**config.mk**
```make
export PLATFORM = sky130hd
export DESIGN_NAME = mem_stage
export DESIGN_NICKNAME = d
export VERILOG_FILES = /design/src/rtl/cpu_pkg.sv /design/src/rtl/mem_wb_reg.sv /design/src/rtl/mem_stage.sv
export SDC_FILE = /design/constraint.sdc
export NUM_CORES = 1
export LEC_CHECK = 0
export CORE_UTILIZATION = 45
export DETAILED_ROUTE_END_ITERATION = 8
export GPL_TIMING_DRIVEN = 0
export PLACE_DENSITY_LB_ADDON = 0.08
export RECOVER_POWER = 50
export SLEW_MARGIN = 20
export SYNTH_ARGS = -nofsm -noshare
export SYNTH_HDL_FRONTEND = slang
export SYNTH_SLANG_ARGS = --single-unit
```
**constraint.sdc**
```tcl
create_clock -name clk -period 4.7 [get_ports clk]
set_clock_uncertainty 0.2 [all_clocks]
set_input_delay 0.94 -clock clk [delete_from_list [all_inputs] [get_ports clk]]
set_output_delay 0.94 -clock clk [all_outputs]
set_load 0.01 [all_outputs]
```
**src/rtl/cpu_pkg.sv**
```systemverilog
// Shared CPU definitions used by the MEM stage and its pipeline register.
//   DATA_W     : datapath width
//   REG_AW     : register-file address width
//   WB_SEL_MEM : writeback-select code that picks load data
//   mem_state_t: MEM stage FSM states
package cpu_pkg;
  localparam int         DATA_W     = 16;
  localparam int         REG_AW     = 3;
  localparam logic [1:0] WB_SEL_MEM = 2'd2;

  typedef enum logic {
    S_IDLE = 1'b0,
    S_WAIT = 1'b1
  } mem_state_t;
endpackage

```
**src/rtl/mem_wb_reg.sv**
```systemverilog
// MEM/WB pipeline register with load enable and synchronous clear.
//   clk        : clock
//   i_clr      : synchronous clear of every field
//   i_ld       : load the slot; when low the slot becomes a bubble
//   i_ld_mdat  : load the memory-data field (loads only)
//   i_valid, i_rwe, i_raddr, i_ctl, i_dat, i_mdat : slot contents
//   o_*        : registered slot contents
module mem_wb_reg
  import cpu_pkg::*;
(
  input  logic              clk,
  input  logic              i_clr,
  input  logic              i_ld,
  input  logic              i_ld_mdat,
  input  logic              i_valid,
  input  logic              i_rwe,
  input  logic [REG_AW-1:0] i_raddr,
  input  logic [1:0]        i_ctl,
  input  logic [DATA_W-1:0] i_dat,
  input  logic [DATA_W-1:0] i_mdat,
  output logic              o_valid,
  output logic              o_rwe,
  output logic [REG_AW-1:0] o_raddr,
  output logic [1:0]        o_ctl,
  output logic [DATA_W-1:0] o_dat,
  output logic [DATA_W-1:0] o_mdat
);

  logic              r_valid;
  logic              r_rwe;
  logic [REG_AW-1:0] r_raddr;
  logic [1:0]        r_ctl;
  logic [DATA_W-1:0] r_dat;
  logic [DATA_W-1:0] r_mdat;

  // Valid and write enable drop to 0 whenever the slot is not loaded, so a
  // stalled cycle always presents a bubble; the data fields simply hold.
  always_ff @(posedge clk) begin
    if (i_clr) begin
      r_valid <= 1'b0;
      r_rwe   <= 1'b0;
      r_raddr <= '0;
      r_ctl   <= '0;
      r_dat   <= '0;
      r_mdat  <= '0;
    end else begin
      r_valid <= i_ld & i_valid;
      r_rwe   <= i_ld & i_rwe;
      if (i_ld) begin
        r_raddr <= i_raddr;
        r_ctl   <= i_ctl;
        r_dat   <= i_dat;
      end
      if (i_ld_mdat) r_mdat <= i_mdat;
    end
  end

  assign o_valid = r_valid;
  assign o_rwe   = r_rwe;
  assign o_raddr = r_raddr;
  assign o_ctl   = r_ctl;
  assign o_dat   = r_dat;
  assign o_mdat  = r_mdat;

endmodule

```
**src/rtl/mem_stage.sv**
```systemverilog
// Pipeline MEM stage: issues loads/stores to a handshaked memory, stalls the
// upstream pipeline until mem_ack, and feeds the MEM/WB register.
//   clk, rst_n            : clock, synchronous active-low reset
//   valid_mem .. regwrite_dat_controll_mem : EX/MEM slot inputs
//   mem_req, mem_we, mem_addr, mem_wdata   : memory request side
//   mem_rdata, mem_ack                     : memory response side
//   stall_mem             : freezes all upstream stages
//   valid_wb .. main_mem_dat_wb            : MEM/WB slot outputs
//   mem_err               : sticky timeout flag
module mem_stage
  import cpu_pkg::*;
#(
  parameter int TIMEOUT = 255,
  parameter int AW      = 16
) (
  input  logic              clk,
  input  logic              rst_n,
  input  logic              valid_mem,
  input  logic [DATA_W-1:0] alu_res_mem,
  input  logic [DATA_W-1:0] store_dat_mem,
  input  logic              mem_read_mem,
  input  logic              mem_write_mem,
  input  logic              regwrite_en_mem,
  input  logic [REG_AW-1:0] regwrite_addr_mem,
  input  logic [1:0]        regwrite_dat_controll_mem,
  output logic              mem_req,
  output logic              mem_we,
  output logic [AW-1:0]     mem_addr,
  output logic [DATA_W-1:0] mem_wdata,
  input  logic [DATA_W-1:0] mem_rdata,
  input  logic              mem_ack,
  output logic              stall_mem,
  output logic              valid_wb,
  output logic              regwrite_en_wb,
  output logic [REG_AW-1:0] regwrite_addr_wb,
  output logic [1:0]        regwrite_dat_controll_wb,
  output logic [DATA_W-1:0] regwrite_dat_wb,
  output logic [DATA_W-1:0] main_mem_dat_wb,
  output logic              mem_err
);

  localparam logic [7:0] CNT_LAST = 8'(TIMEOUT - 1);

  mem_state_t        r_state;
  logic [7:0]        r_cnt;
  logic              r_err;
  logic              r_rst_blk;  // high for the first cycle after reset

  // Request captured at issue; drives the memory bus and writeback in WAIT.
  logic              r_we;
  logic [AW-1:0]     r_addr;
  logic [DATA_W-1:0] r_wdata;
  logic [DATA_W-1:0] r_alu;
  logic              r_rwe;
  logic [REG_AW-1:0] r_raddr;
  logic [1:0]        r_ctl;

  logic              w_memop;
  logic              w_ok;
  logic              w_start;
  logic              w_wait;
  logic              w_ack;
  logic              w_tmo;

  logic              w_ld;
  logic              w_ld_mdat;
  logic              w_valid;
  logic              w_rwe;
  logic [REG_AW-1:0] w_raddr;
  logic [1:0]        w_ctl;
  logic [DATA_W-1:0] w_dat;

  assign w_memop = mem_read_mem | mem_write_mem;
  // No request or stall is raised in reset or in the cycle right after it.
  assign w_ok    = rst_n & ~r_rst_blk;
  assign w_start = w_ok & (r_state == S_IDLE) & valid_mem & w_memop;
  assign w_wait  = w_ok & (r_state == S_WAIT);
  assign w_ack   = w_wait & mem_ack;
  assign w_tmo   = w_wait & ~mem_ack & (r_cnt == CNT_LAST);

  assign mem_req   = w_start | w_wait;
  // Read+write together is treated as a store.
  assign mem_we    = w_start ? mem_write_mem : (w_wait & r_we);
  assign mem_addr  = (r_state == S_WAIT) ? r_addr  : AW'(alu_res_mem);
  assign mem_wdata = (r_state == S_WAIT) ? r_wdata : store_dat_mem;
  assign stall_mem = w_start | (w_wait & ~mem_ack);
  assign mem_err   = r_err;

  // MEM/WB load selection: pass-through for non-memory ops in IDLE, captured
  // request on ack/timeout in WAIT, bubble otherwise.
  always_comb begin
    w_ld      = 1'b0;
    w_ld_mdat = 1'b0;
    w_valid   = valid_mem;
    w_rwe     = valid_mem & regwrite_en_mem;
    w_raddr   = regwrite_addr_mem;
    w_ctl     = regwrite_dat_controll_mem;
    w_dat     = alu_res_mem;
    if (r_state == S_WAIT) begin
      w_ld      = w_ack | w_tmo;
      w_ld_mdat = w_ack & ~r_we;
      w_valid   = 1'b1;
      w_rwe     = r_rwe & ~r_we & ~w_tmo;
      w_raddr   = r_raddr;
      w_ctl     = r_ctl;
      w_dat     = r_alu;
    end else begin
      w_ld = ~(valid_mem & w_memop);
    end
  end

  always_ff @(posedge clk) begin
    if (!rst_n) begin
      r_state   <= S_IDLE;
      r_cnt     <= '0;
      r_err     <= 1'b0;
      r_rst_blk <= 1'b1;
    end else begin
      r_rst_blk <= 1'b0;
      case (r_state)
        S_IDLE: begin
          if (w_start) begin
            r_state <= S_WAIT;
            r_cnt   <= '0;
          end
        end
        S_WAIT: begin
          if (w_ack || w_tmo) begin
            r_state <= S_IDLE;
            r_cnt   <= '0;
            if (w_tmo) r_err <= 1'b1;
          end else begin
            r_cnt <= r_cnt + 8'd1;
          end
        end
      endcase
    end
  end

  always_ff @(posedge clk) begin
    if (w_start) begin
      r_we    <= mem_write_mem;
      r_addr  <= AW'(alu_res_mem);
      r_wdata <= store_dat_mem;
      r_alu   <= alu_res_mem;
      r_rwe   <= regwrite_en_mem;
      r_raddr <= regwrite_addr_mem;
      r_ctl   <= regwrite_dat_controll_mem;
    end
  end

  mem_wb_reg u_mem_wb_reg (
    .clk       (clk),
    .i_clr     (~rst_n),
    .i_ld      (w_ld),
    .i_ld_mdat (w_ld_mdat),
    .i_valid   (w_valid),
    .i_rwe     (w_rwe),
    .i_raddr   (w_raddr),
    .i_ctl     (w_ctl),
    .i_dat     (w_dat),
    .i_mdat    (mem_rdata),
    .o_valid   (valid_wb),
    .o_rwe     (regwrite_en_wb),
    .o_raddr   (regwrite_addr_wb),
    .o_ctl     (regwrite_dat_controll_wb),
    .o_dat     (regwrite_dat_wb),
    .o_mdat    (main_mem_dat_wb)
  );

endmodule

```
Word level (Yosys, flattened, before mapping)
Cells that the tools add are included.
{"block": "totals", "ff_bits": 89, "latchBits": 0, "mem_bits_rw": 0, "mem_bits_ro": 0, "in_bits": 60, "output_inout_bits": 75, "elab_cells": 63, "memories": 0}
{"block": "classes", "addsub": 1, "n_mul": 0, "div": 0, "n_lt_le_gt_ge": 0, "n_eq_ne": 2, "shift": 0, "mux": 16, "n_bitwise": 26, "n_reduce_logical": 2}
{"cell": "16-bit two-way mux", "count": 2}
{"cell": "1-bit AND", "count": 16}
{"cell": "8-bit two-way mux", "count": 2}
{"cell": "8-bit one-hot mux with 2 select lines", "count": 1}
{"cell": "8-bit by 1-bit adder with 8-bit output, second input constant", "count": 1}
{"cell": "8-bit equality test, second input constant", "count": 1}
{"cell": "1-bit two-way mux", "count": 8}
{"cell": "1-bit NOT", "count": 6}
{"cell": "1-bit OR", "count": 4}
{"cell": "3-bit two-way mux", "count": 1}
{"cell": "3-bit AND reduction", "count": 1}
{"cell": "2-bit two-way mux", "count": 1}
{"cell": "2-bit inequality test, second input constant", "count": 1}
{"cell": "1-bit one-hot mux with 2 select lines", "count": 1}
{"cell": "1-bit logical OR", "count": 1}

Depth between registers and ports, before layout
Gate-level depths: netlist (run 1).
{"block": "depth", "word_depth": 9, "depth_mapped": 8, "mapped_depth_nobuf": 6}

Cells and area by module
A second synthesis (run 1) with hierarchy kept.
{"block": "unflattened", "hier_cells": 279, "hier_area_um2": 3649.8}
{"mod": "mem_stage", "n_inst": 1, "cells_each": 155, "area_each_um2": 2242.2, "seq_area_each_um2": 1391.3}
{"mod": "mem_wb_reg", "n_inst": 1, "cells_each": 124, "area_each_um2": 1407.6, "seq_area_each_um2": 780.7}

Least setup slack after synthesis (run 1)
Ideal clock, no wire load.
{"block": "synth_timing", "path_kind": "input-to-reg", "from": "input mem_read_mem", "to": "register r_alu[0] (enable)", "setup_ns": 0.435, "arrival_ns": 3.076, "required_time_ns": 4.065, "path_slack_ns": 0.989, "path_stages": 4, "n_path_buf": 1, "cell_sequence": "o21ai_1 > or2_1 > clkbuf_1 > nor2_1"}
{"block": "synth_via", "elab_chain_cells": 2}
{"element": "start, declared", "line_no": "mem_stage.sv:21", "text": "input logic mem_read_mem,"}
{"element": "1-bit OR", "line_no": "mem_stage.sv:73", "text": "assign w_memop = mem_read_mem | mem_write_mem;"}
{"element": "1-bit AND", "line_no": "mem_stage.sv:76", "text": "assign w_start = w_ok & (r_state == S_IDLE) & valid_mem & w_memop;"}
{"element": "net w_start", "line_no": "mem_stage.sv:60", "text": "logic w_start;"}
{"element": "end signal, assigned", "line_no": "mem_stage.sv:145", "text": "r_alu <= alu_res_mem;"}
{"element": "end, declared", "line_no": "mem_stage.sv:53", "text": "logic [DATA_W-1:0] r_alu;"}
The timed path passes the listed nets, and every way through them passes these cells.
A chain may end at the register's enable or synchronous reset.

Worst setup path after layout (run 1)
{"block": "layout_timing", "from": "input mem_write_mem", "to": "output stall_mem"}
{"block": "layout_via", "elab_chain_cells": 3}
{"element": "start, declared", "line_no": "mem_stage.sv:22", "text": "input logic mem_write_mem,"}
{"element": "1-bit OR", "line_no": "mem_stage.sv:73"}
{"element": "1-bit AND", "line_no": "mem_stage.sv:76"}
{"element": "1-bit OR", "line_no": "mem_stage.sv:86", "text": "assign stall_mem = w_start | (w_wait & ~mem_ack);"}
{"element": "end, declared", "line_no": "mem_stage.sv:32", "text": "output logic stall_mem,"}
No other way between the ends.

==> results.toml, run 1 <==
[synth]
syn_nets = 393
yosys.area.top_type_share = 0.314
synth_top_area_cell = "edfxtp_1"
synthArstFlopShare = 0
syn_inst = 331
yosysSeqAreaShare = 0.582
ys_types = 43
synth_flop_cell = "dfxtp_1"
ys_warn_count = 0
synth_edf_count = 39
synth_top_cells_by_area = "edfxtp_1 31%, dfxtp_1 27%, mux2_1 9.7%"
synth.avg_cell_area_um2 = 11.3
yosys_register_bits = 89
syn_area_um2 = 3730

[final_layout]
n_fill_cell = 616
layout_common_cells = "80 x dlygate4sd3_1, 73 x nand2_1, 54 x clkdlybuf4s50_1"
final_common_cell = "dlygate4sd3_1"
regArea_um2 = 2170
multi_input_comb_area_um2 = 1440
final_nets = 539
area_growth_pct = 44.9
layout.cells.non_filler = 584
n_antenna_cell = 0
layout-drive-gt1-share = 0.0456

[clock_tree]
hold_buffers = 0
cts_root_buf = "clkbuf_8"
numCtsBuffers = 9
clk_latency_ps = 350
path_clk_slew_ps = 80
cts_setup_buffers = 0
clkSinkCount = 89
ctsResizeCount = 0
cts.htree.levels = 3
cts_tree = "built"
clk_path_buf_depth = 2

[global_routing]
grt_pass1_wl_um = 14200
gr-total-overflow = 0
grt_max_degree = 24
grt_antenna_before_repair = 0
grt_pass1_vias = 2961
track_usage = 0.211

[sta]
finalCritPeriodShare = 0.849
hold_violations = 0
final-setup-viol-count = 0
tightest_slew_ps = 1210
fin_hold_ws_ps = 252
max_slew_margin = 0.183
fin_tns_setup_ps = 0
slew_violations = 0
rsz0062_at_grt = "no"
setup_ws_ps = 710
period_needed_ps = 3990
clock.fmax_ghz = 0.251

[floorplanning]
fp.dieW_um = 93.1
die_h_um = 93.1
die_area_um2 = 8660
io_pins = 135
core_area_um2 = 7890
rows = 32
initial_utilization = 0.473

[detailed_routing]
vias_per_cell = 5.15
drt-initial-drc-count = 173
final_antenna_net_count = 0
drc = 0
vias = 3006
dr.pass1.iters = 4
detail_route.wl_per_cell_um = 14.8
wirelength_um = 8650

[pwr]
p_clk_frac = 0.311
peakVddDrop_uv = 181
p_sw_frac = 0.245
p_leak_nw = 2.06
p_sw_uw = 402
p_per_area_nw_per_um2 = 303
p_int_mw = 1.24
pwr-share-seq = 0.520
power_frac_comb = 0.169

[place]
dp_cells = 568
place_congestion = 0.801
dpl.hpwl_um = 6300
pre_cts_ws_ps = 809
io_buffer_count = 134

[setup_path]
cp_max_fo = 9
setup.worst_path.end_class = "output pin"
crit_arrival_ps = 2850
worstPathRequired_ps = 3560
cp-start-kind = "input pin"
worst-setup-path-type = "in2out"

[min_path]
min_path_type = "reg2reg"

[outcome]
status = "complete, no violations"

[flow_run]
drv_cap = 0
registers in the layout, indices dropped and copies added (netlist names):
signal / count
r_alu: 16
u_mem_wb_reg.o_rwe: 1
r_rst_blk: 1
r_rwe: 1
mem_err: 1
r_ctl: 2
u_mem_wb_reg.o_mdat: 16
u_mem_wb_reg.o_raddr: 3
r_cnt: 8
u_mem_wb_reg.o_dat: 16
u_mem_wb_reg.o_ctl: 2
r_we: 1
r_wdata: 16
r_raddr: 3
u_mem_wb_reg.o_valid: 1
r_state: 1
per-layer routing:
| metal | up-vias | part of all wire | routed length (um) | global-route usage |
|---|---|---|---|---|
| li1 | 1480 | - | - | - |
| met2 | 89 | 0.48 | 4180 | 0.352 |
| met5 | - | 0 | 0 | 0 |
| met3 | 9 | 0.065 | 565 | 0.0650 |
| met1 | 1428 | 0.44 | 3790 | 0.261 |
| met4 | 0 | 0.013 | 114 | 0.0692 |
cell families (layout without fill, tap and decap cells):
| logic type | after synthesis | after routing | synth area share |
|---|---|---|---|
| mux | 53 | 53 | 0.153 |
| xor+xnor | 1 | 1 | 0.00235 |
| compound gates | 46 | 46 | 0.0838 |
| buf+inv | 27 | 178 | 0.0328 |
| fa+ha+maj | 2 | 2 | 0.00670 |
| simple gates | 113 | 113 | 0.140 |
| flops | 89 | 89 | 0.582 |
Yosys cell counts, types with 2 or more instances:
master / instances
buf_2: 5
buf_1: 2
mux2i_1: 21
clkbuf_1: 12
nand3_1: 7
or4_1: 2
o211a_1: 5
a21oi_1: 21
inv_1: 6
nand3b_1: 3
dfxtp_1: 50
o21ai_1: 3
nand2b_1: 3
buf_6: 2
o211ai_1: 6
and3_1: 2
nand4_1: 6
nor2_1: 8
edfxtp_1: 39
nand2_1: 73
mux2_1: 32
ha_1: 2
path summary, 6_finish.rpt:
kind	start	endpoint	slack [ps]	cells past startpoint
hold reg to reg	u_mem_wb_reg.o_mdat[11]	u_mem_wb_reg.o_mdat[11]	250	2
setup reg to reg	r_cnt[1]	u_mem_wb_reg.o_rwe	2110	5
setup / recovery	mem_write_mem	stall_mem	710	6
hold / removal	u_mem_wb_reg.o_mdat[11]	u_mem_wb_reg.o_mdat[11]	250	2
power by group through the flow:
stage          Combinational [mW]  Sequential (mW)  Clock, mW
6_report                    0.278            0.852      0.509
4_1_cts                     0.296            0.854      0.527
3_5_place_dp                0.294            0.871          0
5_1_grt                     0.299            0.856      0.556
2_1_floorplan               0.116            0.880          0
3_3_place_gp                0.288            0.870          0
critical path, stage by stage:
cell and delay (ps):
dlygate4sd3_1 570, o21ai_1 240, or2_1 140, clkbuf_1 330, a21oi_1 110, clkdlybuf4s50_1 520
final cells by class:
type                            count  share of cell area
Multi-Input combinational cell    215               0.265
Clock inverter                      5              0.0104
Timing Repair Buffer              135               0.253
Tap cell                          102              0.0236
Clock buffer                       11              0.0243
Buffer                             21              0.0180
Inverter                            6             0.00416
Sequential cell                    89               0.401
per-stage QoR:
stage,instance area [um2],power [mW],utilization
after floorplan,3730,0.996,-
after global placement,5200,1.16,0.660
after detailed placement,5240,1.17,0.664
after CTS,5430,1.68,0.688
after global routing,5410,1.71,0.686
final,5410,1.64,0.686
No activity file was read; power rests on OpenSTA's default activity.
==> run 2: changes to the inputs <==
==> constraint.sdc (replaced) <==
create_clock -name clk -period 3.9 [get_ports clk]
set_clock_uncertainty 0.2 [all_clocks]
set_input_delay 0.78 -clock clk [delete_from_list [all_inputs] [get_ports clk]]
set_output_delay 0.78 -clock clk [all_outputs]
set_load 0.01 [all_outputs]
==> results of run 2 <==
Same layout as run 1 (identical final DEF). Status: complete, no violations.
Main changes from that run: setup slack after placement 809 ps -> 329 ps; setup slack after layout 710 ps -> 228 ps; start point of the critical path mem_write_mem -> r_state; end point of the critical path stall_mem -> mem_wdata[2]; register-to-register setup slack 2110 ps -> 1310 ps; total power 1.64 mW -> 1.98 mW; worst IR drop on VDD 181 uV -> 218 uV
